### config.mk
export PLATFORM = sky130hd
export DESIGN_NAME = maxpool2x2_stream
export DESIGN_NICKNAME = d
export VERILOG_FILES = /design/src/rtl/npu_pkg.sv /design/src/rtl/max2_s.sv /design/src/rtl/maxpool2x2_stream.sv
export SDC_FILE = /design/constraint.sdc
export NUM_CORES = 1
export LEC_CHECK = 0
export BUFFER_PORTS_ARGS = -buffer_cell sky130_fd_sc_hd__buf_2
export CAP_MARGIN = 20
export CORE_MARGIN = 2
export CORE_UTILIZATION = 25
export DETAILED_ROUTE_END_ITERATION = 10
export SYNTH_ARGS = -nofsm -noshare
export SYNTH_HDL_FRONTEND = slang
export SYNTH_HIERARCHICAL = 1
export SYNTH_SLANG_ARGS = --single-unit
### constraint.sdc
create_clock -name clk -period 11.16 [get_ports clk]
set_input_delay 1.674 -clock clk [delete_from_list [all_inputs] [get_ports clk]]
set_output_delay 1.674 -clock clk [all_outputs]
set_load 0.02 [all_outputs]
### src/rtl/npu_pkg.sv
// Shared NPU datapath types: activation element type and signed max helper.
package npu_pkg;

  localparam int unsigned DATA_W = 16;

  typedef logic signed [DATA_W-1:0] act_t;

  function automatic act_t smax(input act_t a, input act_t b);
    return (a >= b) ? a : b;
  endfunction

endpackage

### src/rtl/max2_s.sv
// Combinational signed two-input maximum over activation elements.
module max2_s
  import npu_pkg::*;
(
  input  act_t i_a,
  input  act_t i_b,
  output act_t o_max
);

  assign o_max = smax(i_a, i_b);

endmodule

### src/rtl/maxpool2x2_stream.sv
// Streaming 2x2 stride-2 max-pool: row-major element stream in, pooled stream out.
// Even rows fold column pairs into a half-row line buffer; odd rows merge and emit.
module maxpool2x2_stream
  import npu_pkg::*;
#(
  parameter int unsigned ROWS = 10,
  parameter int unsigned COLS = 10
) (
  input  logic clk,
  input  logic rst_n,
  input  act_t in_data,
  input  logic in_valid,
  output logic in_ready,
  output act_t out_data,
  output logic out_valid,
  input  logic out_ready,
  output logic out_last,
  output logic frame_done
);

  localparam int unsigned ROW_W = (ROWS > 1) ? $clog2(ROWS) : 1;
  localparam int unsigned COL_W = (COLS > 1) ? $clog2(COLS) : 1;
  localparam int unsigned HALF  = COLS / 2;
  localparam int unsigned IDX_W = (HALF > 1) ? $clog2(HALF) : 1;

  logic [ROW_W-1:0] r_row;
  logic [COL_W-1:0] r_col;
  act_t             r_h;
  act_t             r_line_buf [HALF];
  act_t             r_out_data;
  logic             r_out_valid;
  logic             r_out_last;
  logic             r_frame_done;

  logic             w_in_acc;
  logic             w_out_acc;
  logic             w_odd_row;
  logic             w_odd_col;
  logic             w_last_row;
  logic             w_last_col;
  logic             w_produce;
  logic [IDX_W-1:0] w_idx;
  act_t             w_pair;
  act_t             w_merged;

  // Single-entry output register: accept input whenever the held result is absent or draining.
  assign in_ready   = !r_out_valid || out_ready;
  assign w_in_acc   = in_valid && in_ready;
  assign w_out_acc  = r_out_valid && out_ready;
  assign w_odd_row  = r_row[0];
  assign w_odd_col  = r_col[0];
  assign w_last_row = (r_row == ROW_W'(ROWS - 1));
  assign w_last_col = (r_col == COL_W'(COLS - 1));
  assign w_produce  = w_in_acc && w_odd_col && w_odd_row;
  assign w_idx      = IDX_W'(r_col >> 1);

  max2_s u_pair_max (
    .i_a   (r_h),
    .i_b   (in_data),
    .o_max (w_pair)
  );

  max2_s u_merge_max (
    .i_a   (r_line_buf[w_idx]),
    .i_b   (w_pair),
    .o_max (w_merged)
  );

  // Position counters and horizontal hold register.
  always_ff @(posedge clk or negedge rst_n) begin
    if (!rst_n) begin
      r_row <= '0;
      r_col <= '0;
      r_h   <= '0;
    end else if (w_in_acc) begin
      if (!w_odd_col) begin
        r_h <= in_data;
      end
      if (w_last_col) begin
        r_col <= '0;
        r_row <= w_last_row ? '0 : r_row + ROW_W'(1);
      end else begin
        r_col <= r_col + COL_W'(1);
      end
    end
  end

  // Line buffer is always written on an even row before the odd row reads it, so no reset.
  always_ff @(posedge clk) begin
    if (w_in_acc && w_odd_col && !w_odd_row) begin
      r_line_buf[w_idx] <= w_pair;
    end
  end

  // Output register; data/last only move when a new result is produced.
  always_ff @(posedge clk or negedge rst_n) begin
    if (!rst_n) begin
      r_out_data   <= '0;
      r_out_valid  <= 1'b0;
      r_out_last   <= 1'b0;
      r_frame_done <= 1'b0;
    end else begin
      r_frame_done <= w_out_acc && r_out_last;
      if (w_produce) begin
        r_out_data  <= w_merged;
        r_out_valid <= 1'b1;
        r_out_last  <= w_last_row && w_last_col;
      end else if (w_out_acc) begin
        r_out_valid <= 1'b0;
      end
    end
  end

  assign out_data   = r_out_data;
  assign out_valid  = r_out_valid;
  assign out_last   = r_out_last;
  assign frame_done = r_frame_done;

endmodule
Yosys cells after proc, flatten, opt, wreduce, memory -nomap -nowiden
Memory sizes are Yosys's and may differ from the RTL's.
Index checks and enable logic that the tools add are counted.
{"block": "word_totals", "n_memories": 1, "ramBits": 80, "in_bits": 20, "output_inout_bits": 20, "regBits": 43, "wordCells": 36}
{"name": "r_line_buf", "words": 5, "width": 16, "read_ports": 1, "rd_ports_with_merged_regs": 0, "write_ports": 1, "line": "maxpool2x2_stream.sv:29", "source": "act_t r_line_buf [HALF];"}
{"block": "classes", "reduce_logical": 13, "add_sub_neg": 2, "bitwise": 1, "eq_ne": 2, "muxes": 8, "n_lt_le_gt_ge": 2}
{"cell": "16-bit greater-or-equal comparator", "count": 2}
{"cell": "16-bit two-way mux", "count": 2}
{"cell": "4-bit by 1-bit adder with 4-bit output (second input constant)", "count": 2}
{"cell": "4-bit == test (second input constant)", "count": 2}
{"cell": "4-bit two-way mux", "count": 2}
{"cell": "1-bit logical AND", "count": 7}
{"cell": "1-bit two-way mux", "count": 4}
{"cell": "2-bit AND reduction", "count": 2}
{"cell": "1-bit logical NOT", "count": 2}
{"cell": "2-bit nonzero test", "count": 1}
{"cell": "1-bit logical OR", "count": 1}
{"cell": "1-bit inverter", "count": 1}

Depth between registers and ports, before layout
Gate-level depths: netlist of the first run.
{"block": "logic_depth", "ltp_word": 7, "mapped_depth": 19, "ltp_nobuf": 15}

Cells and area by module
Netlist of the first run, hierarchy kept.
{"module": "maxpool2x2_stream", "area_per_inst_um2": 4850.9, "instances": 1, "seq_area_each_um2": 3478.3, "cells_per_inst": 283}
{"module": "max2_s", "area_per_inst_um2": 1107.3, "instances": 2, "seq_area_each_um2": 0.0, "cells_per_inst": 171}

Worst setup path after synthesis of the first run
OpenSTA, ideal clock, no wires.
{"block": "synth_path", "kind": "input -> register", "from": "in in_data[15]", "to": "reg r_out_data[11] (netlist: out_data[11])", "t_arrival_ps": 5361, "setup_slack_ps": 5674, "path_stages": 19, "required_ps": 11035, "setup_time_ps": 125, "path_cell_list": "inv_1 -> ha_1 -> nand4_2 -> nor2_1 -> a2111oi_2 -> buf_2 -> buf_1 -> nand4_1 -> nand3_1 -> inv_1 -> ha_1 -> nand4_2 -> or4_1 -> a21o_1 -> buf_6 -> buf_6 -> nand4_1 -> nand3_1 -> mux2_2"}
{"block": "synth_via", "elab_chain_len": 4}
{"element": "start: declaration", "line": "maxpool2x2_stream.sv:11", "source": "input act_t in_data,"}
{"element": "16-bit greater-or-equal comparator", "line": "npu_pkg.sv:9", "source": "return (a >= b) ? a : b;"}
{"element": "16-bit two-way mux (*)", "line": "npu_pkg.sv:9"}
{"element": "named net w_pair[15]", "line": "maxpool2x2_stream.sv:43", "source": "act_t w_pair;"}
{"element": "16-bit greater-or-equal comparator (*)", "line": "npu_pkg.sv:9"}
{"element": "16-bit two-way mux (*)", "line": "npu_pkg.sv:9"}
{"element": "named net w_merged[11]", "line": "maxpool2x2_stream.sv:44", "source": "act_t w_merged;"}
{"element": "end signal: assignment", "line": "maxpool2x2_stream.sv:105", "source": "r_out_data <= w_merged;"}
{"element": "end: declaration", "line": "maxpool2x2_stream.sv:30", "source": "act_t r_out_data;"}
Mark *: on every way through the listed nets, which the timed path passes. The rest lies on a longest branch.
A chain may end at the register's enable or synchronous reset.

Final worst setup path of the first run
{"block": "layout_path", "from": "in in_data[15]", "to": "reg r_out_data[1] (netlist: out_data[1])"}
{"block": "layout_via", "elab_chain_len": 4}
{"element": "16-bit greater-or-equal comparator", "line": "npu_pkg.sv:9"}
{"element": "16-bit two-way mux", "line": "npu_pkg.sv:9"}
{"element": "named net w_pair[5]", "line": "maxpool2x2_stream.sv:43"}
{"element": "16-bit greater-or-equal comparator", "line": "npu_pkg.sv:9"}
{"element": "16-bit two-way mux", "line": "npu_pkg.sv:9"}
{"element": "named net w_merged[1]", "line": "maxpool2x2_stream.sv:44"}
The timed path passes the listed nets, and every way through them passes these cells.

==> impl_metrics.ini, run 1 <==
[synthesis]
synthesis.area_um2 = 7070
synth_top_area_share_pct = 34.0
syn-instance-count = 625
synth.ff_latch_count = 123
syn_nets = 677
ys.flop_type = edfxtp_1
synthArstFlopShare_pct = 35.0
synth_top_area_cell = edfxtp_1
synthTopCellsByArea = edfxtp_1, dfrtp_1, nand4_1
syn_avg_cell_area_um2 = 11.3
yosysMostFrequentCell = edfxtp_1
ys_warn_count = 6
ys_seq_area_share_pct = 49.2
synth_commonest_cells = edfxtp_1, nand4_1, nand2_1, dfrtp_1
synth_edf_count = 80
ys_types = 46

[grt]
grt-busiest-layer = met2
grt_max_degree = 49
grt_use_met1_pct = 15.8
grt_pass1_wl_mm = 27.9
grt_pass1_vias = 4940
grtUsageMet3_pct = 2.54
overflow = 0
met2_usage_pct = 20.4
gr-usage-all-layers_pct = 12.3
antenna_found_initial = 0

[final_layout]
area_delta_synth_final_pct = 16.4
finalNonFillerCells = 1042
utilization_pct = 29.6
final_nets = 703
drive_gt1_share_pct = 22.9
antenna_cells = 0

[floorplanning]
core_area_um2 = 27800
initial_utilization_pct = 25.4
die_h_um = 172
fp.dieArea_um2 = 29600
io_pins = 40
row_count = 61
fp.dieW_um = 172

[timing]
grt_setup_unrepaired = no
slew_viol_final = 0
setup_viol = 0
timing.fmax_mhz = 148
min_period_over_period_pct = 60.5
max_slew_margin_pct = 32.0
tns_ns = 0
layout_min_cycle_time_ns = 6.76
tightest_slew_ns = 1.02
fin_skew_ns = 0.00874
final-hold-violation-count = 0

[job]
cap_violations = 0

[clock_network]
cts_hold_buf = 0
cts_buffer_depth = 2
clock_sinks = 123
clk_pin_slew_ns = 0.06
cts_tree = done
cts_root_buf = clkbuf_16
cts_buffers = 17
cts_resized = 0
htreeDepth = 4
cts_setup_buffers = 0
clock_latency_ns = 0.42

[setup_path]
end_kind = flop
worstPathMaxFanout = 48
crit_required_ns = 11.47
critical_path_class = input pin to flop
critPathArrivalTime_ns = 7.06
start_kind = input pin

[detailed_routing]
drc = 0
first_pass_iters = 5
first_iter_violations = 316
via_count = 5110
drt_wl_total_mm = 17.3
routed_via_density = 4.90
drtAntennaViolNets = 0
wl_per_cell_um = 16.6

[power_and_ir_drop]
ir_drop_uv = 183
leakage_uw = 0.00326
power_density_nw_per_um2 = 347
finalPower_uw = 2860

[min_path]
hold_path.class = flop to flop

[placement]
globalplace.congestion = 0.778
io_buffers = 39
place.detailed.hpwl_mm = 11.4
place_inst = 1008

[run_status]
status = completed
[cell usage in the layout (no fill, tap or decap), types with 14 or more instances in the layout]
cell and instances:
a22o_1 33, a22oi_1 20, buf_2 39, buf_4 14, clkbuf_16 17, dfrtp_1 43, edfxtp_1 80, ha_1 32
inv_1 35, mux2_2 36, nand2_1 60, nand2b_1 36, nand3_1 35, nand4_1 72
[kinds of logic (layout without fill, tap and decap cells)]
group	count (synthesis)	after routing	synth area share [%]
multiplexers	51	51	9.56
flip-flops	123	123	49.2
AO/OA/AOI/OAI	91	91	9.63
XOR/XNOR	3	3	0.372
AND/OR/NAND/NOR	240	240	19.1
adder cells (fa/ha/maj)	32	32	5.67
buffers and inverters	85	124	6.45
[per-layer routing]
| layer | routed length, µm | up-vias | part of all wire [%] |
|---|---|---|---|
| li1 | - | 2415 | - |
| met1 | 7510 | 2537 | 43 |
| met2 | 8650 | 135 | 50 |
| met3 | 830 | 23 | 4.8 |
| met4 | 298 | 0 | 1.7 |
| met5 | 0 | - | 0 |
[critical path, stage by stage]
cell and delay, ns:
buf_2 0.11, inv_1 0.04, ha_1 0.87, nand4_2 0.25, or4_1 0.57, a21o_1 0.16, buf_4 0.27, a22o_1 0.25
nand3_1 0.29, inv_1 0.08, ha_1 0.30, a21oi_1 0.15, o21ai_0 0.15, a2111oi_4 0.89, buf_4 0.45, a22o_1 0.19
nand3_1 0.08, mux2_2 0.26
[state kept, by name, summed over array words and instances (netlist names)]
signal and count:
r_row 4, r_h 16, out_last 1, r_col 4, frame_done 1, out_data 16
out_valid 1, r_line_buf 80
[report_power, final]
group          internal, µW  switching [µW]
logic                   585             941
registers               666            90.3
clock network           356             218
total                  1610            1250
[area by class of cell]
cell class,instances,area (µm²)
Clock buffer,17,425
Multi-Input combinational cell,417,3180
Tap cell,378,473
Clock inverter,15,190
Sequential cell,123,3480
Fill cell,2883,19600
Inverter,37,141
Timing Repair Buffer,55,335
[per-stage QoR]
stage / hold slack [ns] / area (µm²) / setup WS, ns
after floorplan: 0.480 / 7070 / 5.67
after detailed placement: 0.498 / 7570 / 4.05
after global routing: 0.533 / 8220 / 3.87
final: 0.510 / 8220 / 4.40
after CTS: 0.513 / 8190 / 4.45
after global placement: 0.484 / 7570 / 4.16
[worst paths after layout]
path                                  start      endpoint  slack [ns]  depth (start not counted)
max in group asynchronous             rst_n  out_data[14]        9.36                          2
worst min-delay path            out_data[4]   out_data[4]        0.51                          1
worst max-delay path            in_data[15]   out_data[1]        4.40                         18
worst min register to register  out_data[4]   out_data[4]        0.51                          1
worst max register to register      r_h[15]   out_data[1]        5.38                         16
min in group asynchronous             rst_n       r_h[11]        1.36                          2
Note: power is estimated with default switching activity, not from simulation.
==> run 2: changes to the inputs <==
- clock period: 11.16 -> 6.9 ns (I/O delays scaled with it)
==> impl_metrics.ini, run 2 (synthesis results as in run 1) <==
[setup_path]
end_kind = flop
start_kind = input pin
startpoint = in_data[14]
rrSetupSlack_ns = 1.62
regToRegStartpoint = r_h[14]
reg2reg_depth = 16
critPathArrivalTime_ns = 5.89
rr_endpoint = out_data[12]
crit_required_ns = 7.20
critical_path_class = input pin to flop
worstPathMaxFanout = 27

[grt]
grt_max_degree = 49
grt_pass1_vias = 4886
antenna_found_initial = 1
grt_pass1_wl_mm = 27.2
overflow = 0
gr-usage-all-layers_pct = 12.1

[clock_network]
cts_tree = done
cts_root_buf = clkbuf_16
clk_pin_slew_ns = 0.06
htreeDepth = 4
cts_hold_buf = 0
cts_setup_buffers = 0
clock_sinks = 123
cts_buffer_depth = 2
cts_buffers = 17
cts_resized = 0
clock_latency_ns = 0.43

[final_layout]
antenna_cells = 0
top_register = r_line_buf
area_delta_synth_final_pct = 16.6
finalNonFillerCells = 1046
layout_common_cells = edfxtp_1, nand4_1, nand2_1
final_nets = 707
fillCellCount = 2913
largest_register_ffs = 80
drive_gt1_share_pct = 23.1
final_common_cell = edfxtp_1

[min_path]
hold_path.class = input pin to async pin

[detailed_routing]
drtAntennaViolNets = 0
routed_via_density = 4.90
first_pass_iters = 4
wl_per_cell_um = 16.5
drc = 0
via_count = 5123
drt_wl_total_mm = 17.3
first_iter_violations = 378

[timing]
min_period_over_period_pct = 81.0
max_slew_margin_pct = 42.5
layout_min_cycle_time_ns = 5.59
setup_viol = 0
timing.fmax_mhz = 179
fin_skew_ns = 0.0121
grt_setup_unrepaired = no
tns_ns = 0
slew_viol_final = 0
tightest_slew_ns = 0.858
fin_ws_ns = 1.31
final-hold-violation-count = 0

[power_and_ir_drop]
leakage_uw = 0.00327
ir_drop_uv = 319
power_density_nw_per_um2 = 559

[placement]
place.detailed.hpwl_mm = 11.5
io_buffers = 39
place_inst = 1013
globalplace.congestion = 0.798
dp_slack_ns = 0.968

[floorplanning]
row_count = 61
initial_utilization_pct = 25.4
die_h_um = 172
core_area_um2 = 27800
fp.dieArea_um2 = 29600
fp.dieW_um = 172
io_pins = 40

[run_status]
status = completed

[job]
cap_violations = 0
## run 2: critical path, stage by stage
cell	delay, ns
buf_2	0.11
inv_1	0.05
ha_1	0.30
nand4_2	0.15
or4_1	0.55
a21o_1	0.45
buf_4	0.35
a22o_1	0.22
nand3_1	0.28
inv_1	0.08
ha_1	0.31
nand4_2	0.15
or4_1	0.56
a21o_1	0.41
buf_4	0.34
nand4_1	0.13
nand3_1	0.10
mux2_2	0.27
## run 2: worst max-delay path by stage
stage	endpoint	slack, ns
after floorplan	out_data[11]	2.05
after global placement	out_data[9]	1.10
after detailed placement	out_data[12]	0.97
after CTS	out_data[12]	1.42
after global routing	out_data[12]	1.07
final	out_data[12]	1.31
## run 2: final cells by class
class	count	area (µm²)	share of cell area [%]
Timing Repair Buffer	59	378	4.59
Sequential cell	123	3480	42.2
Inverter	37	141	1.72
Clock inverter	14	159	1.93
Multi-Input combinational cell	417	3180	38.6
Tap cell	378	473	5.74
Clock buffer	18	429	5.21
## run 2: metrics by stage
| step | util [%] | cell area, µm² | total power [µW] | hold WS [ns] |
|---|---|---|---|---|
| after global routing | 29.7 | 8240 | 4940 | 0.477 |
| after global placement | 27.3 | 7570 | 3650 | 0.488 |
| after floorplan | - | 7070 | 3090 | 0.480 |
| after CTS | 29.6 | 8210 | 4610 | 0.470 |
| after detailed placement | 27.4 | 7620 | 3710 | 0.493 |
| final | 29.7 | 8240 | 4610 | 0.474 |
## run 2: report_power, final
part / total [µW] / switching, µW / internal [µW]
registers: 1240 / 159 / 1080
clock network: 888 / 351 / 538
logic: 2480 / 1530 / 953
total: 4610 / 2040 / 2570
## run 2: routing by layer
layer | up-vias | GRT usage (%) | routed length (µm)
met5 | - | 0 | 0
met4 | 0 | 3.58 | 227
met3 | 21 | 2.61 | 751
met2 | 127 | 19.9 | 8450
met1 | 2548 | 15.9 | 7830
li1 | 2427 | - | -
==> run 3: changes to the inputs <==
- clock period: 6.9 -> 5.3 ns (I/O delays scaled with it)
==> impl_metrics.ini, run 3 (synthesis results as in run 1) <==
[placement]
place.detailed.hpwl_mm = 11.1
dp_slack_ns = 0.356
globalplace.congestion = 0.824
io_buffers = 39
place_inst = 1024

[final_layout]
fillCellCount = 2855
antenna_cells = 0
drive_gt1_share_pct = 24.6
final_common_cell = edfxtp_1
largest_register_ffs = 80
utilization_pct = 30.2
final_nets = 719
finalNonFillerCells = 1058
layout_common_cells = edfxtp_1, nand4_1, nand2_1
top_register = r_line_buf
area_delta_synth_final_pct = 18.9

[grt]
gr-usage-all-layers_pct = 11.7
grt_max_degree = 49
grt_pass1_vias = 4887
overflow = 0
grt_pass1_wl_mm = 26.9
antenna_found_initial = 0

[setup_path]
start_kind = input pin
worstPathMaxFanout = 16
critical_path_class = input pin to flop
crit_required_ns = 5.60
end_kind = flop
critPathArrivalTime_ns = 4.88

[floorplanning]
row_count = 61
initial_utilization_pct = 25.4
fp.dieArea_um2 = 29600
die_h_um = 172
core_area_um2 = 27800
fp.dieW_um = 172
io_pins = 40

[run_status]
status = completed

[clock_network]
clk_pin_slew_ns = 0.06
cts_hold_buf = 0
clock_sinks = 123
cts_setup_buffers = 0
cts_buffers = 17
cts_root_buf = clkbuf_16
htreeDepth = 4
clock_latency_ns = 0.43
cts_tree = done
cts_resized = 0
cts_buffer_depth = 2

[timing]
slew_viol_final = 0
fin_skew_ns = 0.0143
max_slew_margin_pct = 54.2
tns_ns = 0
min_period_over_period_pct = 86.4
timing.fmax_mhz = 218
final-hold-violation-count = 0
tightest_slew_ns = 0.680
grt_setup_unrepaired = no
fin_ws_ns = 0.721
layout_min_cycle_time_ns = 4.58
setup_viol = 0

[detailed_routing]
drt_wl_total_mm = 16.4
wl_per_cell_um = 15.5
first_iter_violations = 377
drc = 0
first_pass_iters = 5
routed_via_density = 4.83
via_count = 5110
drtAntennaViolNets = 0

[job]
cap_violations = 0

[power_and_ir_drop]
finalPower_uw = 6230
ir_drop_uv = 406
leakage_uw = 0.00337
power_density_nw_per_um2 = 742

[min_path]
hold_path.class = input pin to async pin
==> run 3: metrics by stage <==
step	hold slack, ns	cell area, µm²
finish	0.349	8400
global route	0.372	8400
CTS	0.514	8370
detailed placement	0.501	7720
global placement	0.490	7720
floorplan	0.480	7070
==> run 3: worst max-delay path, cell delays in order <==
cell and delay (ns):
buf_2 0.13, inv_1 0.05, ha_1 0.30, a21oi_1 0.12
o21ai_0 0.17, a2111oi_4 0.66, buf_4 0.32, nand4_1 0.12
nand3_1 0.28, inv_1 0.08, ha_1 0.30, nand4_1 0.10
or4_1 0.49, and2_1 0.37, nand4_1 0.19, nand3_1 0.12
mux2_2 0.27
==> run 3: area by class of cell <==
class | count | area (µm²) | area share [%]
clock buffer | 17 | 425 | 5.06
clock inverter | 15 | 221 | 2.64
inverter | 37 | 141 | 1.68
multi-input combinational | 417 | 3180 | 37.9
sequential | 123 | 3480 | 41.4
tap | 378 | 473 | 5.63
timing repair buffer | 71 | 480 | 5.72
==> run 3: final timing paths <==
| path | start | to | slack [ns] | cells after the start |
|---|---|---|---|---|
| setup / recovery | in_data[7] | out_data[11] | 0.72 | 17 |
| max in group asynchronous | rst_n | out_data[6] | 4.42 | 2 |
| min in group clk | out_data[2] | out_data[2] | 0.51 | 1 |
| hold / removal | rst_n | r_h[9] | 0.35 | 1 |
| setup reg to reg | r_h[7] | out_data[11] | 0.81 | 15 |
| hold reg to reg | out_data[2] | out_data[2] | 0.51 | 1 |
==> run 3: report_power, final <==
group | total, µW | switching (µW) | internal, µW
clock network | 1270 | 435 | 834
registers | 1580 | 184 | 1400
logic | 3380 | 1990 | 1390
==> run 3: routing by layer <==
| layer | vias up | routed length, µm | GRT usage (%) |
|---|---|---|---|
| met3 | 8 | 820 | 2.52 |
| li1 | 2457 | - | - |
| met4 | 0 | 78 | 2.63 |
| met2 | 135 | 7830 | 18.9 |
| met1 | 2510 | 7720 | 16.1 |
| met5 | - | 0 | 0 |
